--- src/rtl/axis_elastic_buffer.sv ---
// DEPTH-entry elastic buffer on a valid/ready stream. Ready, valid and the head
// beat are all registered so neither direction has a combinational path through.
module axis_elastic_buffer #(
    parameter int DATA_SIZE   = 8,
    parameter int DEPTH       = 4,
    parameter int ALMOST_FULL = DEPTH - 1
) (
    input  logic                         clk_i,
    input  logic                         rst_clk_i,
    input  logic [DATA_SIZE-1:0]         data_i,
    input  logic                         data_last_i,
    input  logic                         data_valid_i,
    output logic                         data_ready_o,
    output logic [DATA_SIZE-1:0]         data_o,
    output logic                         data_last_o,
    output logic                         data_valid_o,
    input  logic                         data_ready_i,
    input  logic                         flush_i,
    output logic [$clog2(DEPTH+1)-1:0]   level_o,
    output logic                         almost_full_o
);

    localparam int PW = $clog2(DEPTH);
    localparam int LW = $clog2(DEPTH + 1);

    logic [DATA_SIZE:0] mem [DEPTH];
    logic [PW-1:0]      wr_ptr, rd_ptr, rd_nxt;
    logic               push, pop;
    logic [LW-1:0]      next_level;
    logic [DATA_SIZE:0] head_nxt;

    always_comb begin
        push       = data_valid_i & data_ready_o;
        pop        = data_valid_o & data_ready_i;
        next_level = level_o + LW'(push) - LW'(pop);
        rd_nxt     = rd_ptr + PW'(pop);
        // An incoming beat that lands in an otherwise empty buffer becomes the head directly.
        if (push && (level_o - LW'(pop)) == '0)
            head_nxt = {data_last_i, data_i};
        else
            head_nxt = mem[rd_nxt];
    end

    always_ff @(posedge clk_i) begin
        if (push && !flush_i && !rst_clk_i)
            mem[wr_ptr] <= {data_last_i, data_i};
    end

    always_ff @(posedge clk_i) begin
        if (rst_clk_i) begin
            wr_ptr        <= '0;
            rd_ptr        <= '0;
            level_o       <= '0;
            data_ready_o  <= 1'b0;
            data_valid_o  <= 1'b0;
            almost_full_o <= 1'b0;
            data_o        <= '0;
            data_last_o   <= 1'b0;
        end else if (flush_i) begin
            wr_ptr        <= '0;
            rd_ptr        <= '0;
            level_o       <= '0;
            data_ready_o  <= 1'b1;
            data_valid_o  <= 1'b0;
            almost_full_o <= 1'b0;
        end else begin
            if (push)
                wr_ptr <= wr_ptr + PW'(1);
            rd_ptr        <= rd_nxt;
            level_o       <= next_level;
            data_ready_o  <= next_level < LW'(DEPTH);
            data_valid_o  <= next_level != '0;
            almost_full_o <= next_level >= LW'(ALMOST_FULL);
            // Head only reloads while something is stored; when stalled rd_nxt == rd_ptr keeps it stable.
            if (next_level != '0)
                {data_last_o, data_o} <= head_nxt;
        end
    end

endmodule

--- config.mk ---
export PLATFORM = sky130hd
export DESIGN_NAME = axis_elastic_buffer
export DESIGN_NICKNAME = d
export VERILOG_FILES = /design/src/rtl/axis_elastic_buffer.sv
export SDC_FILE = /design/constraint.sdc
export NUM_CORES = 1
export LEC_CHECK = 0
export ABC_AREA = 1
export CORE_MARGIN = 1.5
export CORE_UTILIZATION = 35
export CTS_CLUSTER_SIZE = 12
export DETAILED_ROUTE_END_ITERATION = 10
export SETUP_SLACK_MARGIN = 0.2
export SYNTH_ARGS = -nofsm -noshare
export SYNTH_HDL_FRONTEND = slang
export SYNTH_SLANG_ARGS = --single-unit
--- constraint.sdc ---
create_clock -name clk_i -period 5.7 [get_ports clk_i]
set_input_delay 1.14 -clock clk_i [delete_from_list [all_inputs] [get_ports clk_i]]
set_output_delay 1.14 -clock clk_i [all_outputs]
set_load 0.03 [all_outputs]
After elaboration in Yosys (flattened, before gate mapping)
Memories as Yosys holds them, arrays and structs flattened. Index checks and enable logic that the tools add are counted.

Bits in registers: 19. Memory bits (writable): 36. Logic and storage cells: 32. Memories kept: 1.

Memory list: mem (words 4, width 9, rd ports 1, clocked after memory_dff 0, write ports 1, line 26) `logic [DATA_SIZE:0] mem [DEPTH];`.

Add/subtract/negate cells: 5. Magnitude comparators: 2. Muxes and demuxes: 4. Bitwise operators: 3. Reductions and logical operators: 9.

Operator list (number): $mux 9 (1); $sub 3x1->3 (2); $add 3x1->3 (1); $ge 3x2->1 const B (1); $logic_and 1x1->1 (3); $logic_not 3->1 (1); $lt 3x3->1 const B (1); $mux 1 (3); $reduce_bool 3->1 (1); $add 2x1->2 (1); $add 2x1->2 const B (1); $and 1x1->1 (2); $logic_not 1->1 (2); $reduce_and 2->1 (1); $reduce_or 2->1 (1); $not 1->1 (1).

Logic depth before layout (Yosys ltp)
Depth after elaboration: 5. Gate-level depth with buffers: 14. Mapped depth without buffers: 14.

Worst setup path before layout
No wires, ideal clock.

Path kind: input port to flip-flop. Start: input data_ready_i. End: register data_last_o. Library setup time: 0.114 ns. Arrival time: 2.631 ns. Data required time: 5.586 ns. Path slack: 2.955 ns. Cell stages on the path: 12. Buffers on the path: 1. Cell sequence: nand2_1 > inv_1 > nand2_1 > nand2_1 > ha_1 > fa_1 > nor2_1 > nand2_2 > nand2_4 > buf_8 > nor2_1 > nor2_2.

RTL lines: start, declared (line 17) `input logic data_ready_i,`; $and 1x1->1 (line 34) `pop = data_valid_o & data_ready_i;`; $sub 3x1->3 (line 35) `next_level = level_o + LW'(push) - LW'(pop);`; via next_level[1] (line 29) `logic [LW-1:0] next_level;`; $reduce_bool 3->1 (line 75) `if (next_level != '0)`; $reduce_and 2->1 (no source line); end signal, assigned (line 76) `{data_last_o, data_o} <= head_nxt;`; end, declared (line 15) `output logic data_last_o,`.

The timed path passes the listed nets, and every way through them passes these cells. A chain may end at the register's enable or synchronous reset.

Worst setup path in the final report
Start: input data_ready_i. End: register data_o[3].

RTL lines: $and 1x1->1 (line 34); $add 2x1->2 (line 36) `rd_nxt = rd_ptr + PW'(pop);`; via rd_nxt[0] (line 27) `logic [PW-1:0] wr_ptr, rd_ptr, rd_nxt;`; $mem_v2 4x9; $mux 9 (line 38) `if (push && (level_o - LW'(pop)) == '0)`; end signal, assigned (line 76); end, declared (line 14) `output logic [DATA_SIZE-1:0] data_o,`.

The timed path passes the listed nets, and every way through them passes these cells.

==> flow_metrics.py <==
metrics = {
    "sta": {
        "min_period_ps": 3036,
        "hold_ws_ps": 519.8,
        "tns_ps": 0,
        "slew_headroom": 0.3844,
        "fin_worst_skew_ps": 13.50,
        "fmax_mhz": 329.4,
        "finalCritPeriodShare": 0.5326,
        "slew_violations": 0,
        "rsz0062_at_grt": "false",
        "timing.final.setup_violations": 0,
        "worstMarginPinSlew_ps": 920.0,
        "setup_slack_ps": 2664,
        "finalHoldViolations": 0,
    },
    "place": {
        "globalplace.congestion": 0.7204,
        "hpwlAfterDp_mm": 3.394,
        "pre_cts_slack_ps": 2318,
        "io_buffers": 28,
        "dp.cells": 404,
    },
    "route": {
        "vias": 1794,
        "ant_nets": 0,
        "wl_per_cell_um": 11.95,
        "route.detailed.drc": 0,
        "drtIter0Drc": 94,
        "vias_per_cell": 4.354,
        "drtPass1Iterations": 4,
        "drt-total-wl_mm": 4.923,
    },
    "final_layout": {
        "final_cells": 412,
        "fillCellCount": 679,
        "register_area_um2": 1461,
        "multiInputGateArea_um2": 887.1,
        "nNetsFinal": 336,
        "drive_gt1_frac": 0.06013,
        "antenna-diode-count": 0,
        "postLayoutCoreUtil": 0.4293,
        "syn2layout_area_growth_pct": 17.56,
    },
    "setup_path": {
        "cp.arrival_ps": 3260,
        "cp.required_ps": 5920,
        "crit_type": "in2reg",
        "end_kind": "flip-flop",
        "crit_start": "data_ready_i",
        "crit_fanout": 19,
        "start_kind": "primary input",
        "r2r_start": "data_valid_o",
    },
    "grt": {
        "track_usage": 0.1433,
        "grt_antenna_before_repair": 0,
        "grt.overflow.total": 0,
        "grt_max_degree": 20,
        "grt_pass1_vias": 1822,
        "grt_pass1_wl_mm": 8.376,
    },
    "cts": {
        "clk_path_buf_depth": 2,
        "cts_tree": "done",
        "htreeDepth": 2,
        "clock_sinks": 55,
        "root_buffer": "clkbuf_8",
        "postCtsSetupBuffers": 0,
        "path_clk_slew_ps": 100,
        "post_cts_resized": 0,
        "cts_hold_buf": 0,
        "numCtsBuffers": 5,
        "clock_latency_ps": 310,
    },
    "synthesis": {
        "yosysTopAreaCell": "edfxtp_1",
        "synth_fp_nets": 305,
        "ys_ff_latch": 55,
        "synth_top_area_frac": 0.4309,
        "synthTopCellsByArea": "edfxtp_1, nand2_1, dfxtp_1",
        "ys_seq_area_frac": 0.5825,
        "syn_area_um2": 2509,
        "yosys_warnings": 0,
        "synthCells": 284,
        "avgSynthCellArea_um2": 8.833,
        "synth.distinct_cells": 23,
    },
    "die": {
        "ioPinCount": 29,
        "coreArea_um2": 6869,
        "fp.dieArea_um2": 7684,
        "initial_core_util": 0.3652,
        "rows": 30,
        "die_width_um": 87.66,
        "fp.dieH_um": 87.66,
    },
    "hold_path": {
        "min_path_type": "reg2reg",
        "min_from": "data_o[6]",
    },
    "job": {
        "cap_violations": 0,
    },
    "power_and_ir_drop": {
        "peakVddDrop_mv": 0.1497,
        "static-leakage-power_uw": 0.001269,
        "p_per_area_nw_per_um2": 269.7,
    },
    "status": {
        "status": "finished, final reports clean",
    },
}
per-layer routing:
layer	routed length, µm	global-route usage
met1	2189	0.1827
met2	2380	0.2406
met3	303	0.04147
met4	49	0.03463
met5	0	0
sequential cells by signal, indices dropped and copies added, names as in the netlist:
signal and cells:
mem 36, data_last_o 1, data_valid_o 1, rd_ptr 2, level_o 3, wr_ptr 2, data_ready_o 1, almost_full_o 1
data_o 8
path summary, 6_finish.rpt:
check,to,slack [ps],depth (start not counted)
setup / recovery,data_o[3],2660,13
hold / removal,data_o[6],520,4
hold reg to reg,data_o[6],520,4
setup reg to reg,data_o[3],3570,12
power breakdown:
group          leakage (µW)  internal, µW  total [µW]  switching (µW)
Combinational      0.000746          52.1         140            87.4
Clock             0.0000428          86.4         211             125
Sequential         0.000480           438         444            6.84
Total               0.00127           576         795             219
worst max-delay path, cell delays in order:
cell and delay (ps):
clkdlybuf4s50_1 400, nand2_1 110, inv_1 100, ha_1 720, inv_4 210, nand2_1 110, nand2_1 50, nand2_1 70
nand2_1 70, nand2_1 50, nand2_1 70, nor2_1 90, nor2_1 50
cell type report:
cell class | instances | share of cell area
clock inverter | 2 | 0.004243
sequential | 55 | 0.4955
multi-input combinational | 195 | 0.3008
tap | 96 | 0.04073
inverter | 30 | 0.03903
clock buffer | 6 | 0.02461
timing repair buffer | 28 | 0.09504
stage by stage:
step,power (µW),instance area [µm²]
after floorplan,548.2,2509
after global placement,592.6,2864
after detailed placement,594.4,2864
after CTS,803.5,2949
after global routing,835.2,2949
final,795.3,2949
cells by family after synthesis:
family | share of synthesized area
and+or+nand+nor | 0.3037
AOI/OAI and AO/OA | 0.01197
adders and majority gates | 0.03790
buffers and inverters | 0.06384
DFF | 0.5825
placed cells by master, fill, tap and decap left out, drive strengths merged, types with 2 or more instances in the layout:
cell type	count
nand2	139
edfxtp	36
nor2	31
inv	29
clkdlybuf4s50	28
dfxtp	19
nand4	9
ha	6
clkbuf	6
o21ai	4
clkinv	3
nand3	3
a21oi	2
synthesized netlist by cell type, drive strengths merged:
master,instances
nand2,139
edfxtp,36
nor2,31
inv,29
dfxtp,19
nand4,9
ha,6
buf,4
o21ai,4
nand3,3
a21oi,2
clkinv,1
fa,1
No activity file was read; power rests on OpenSTA's default activity.
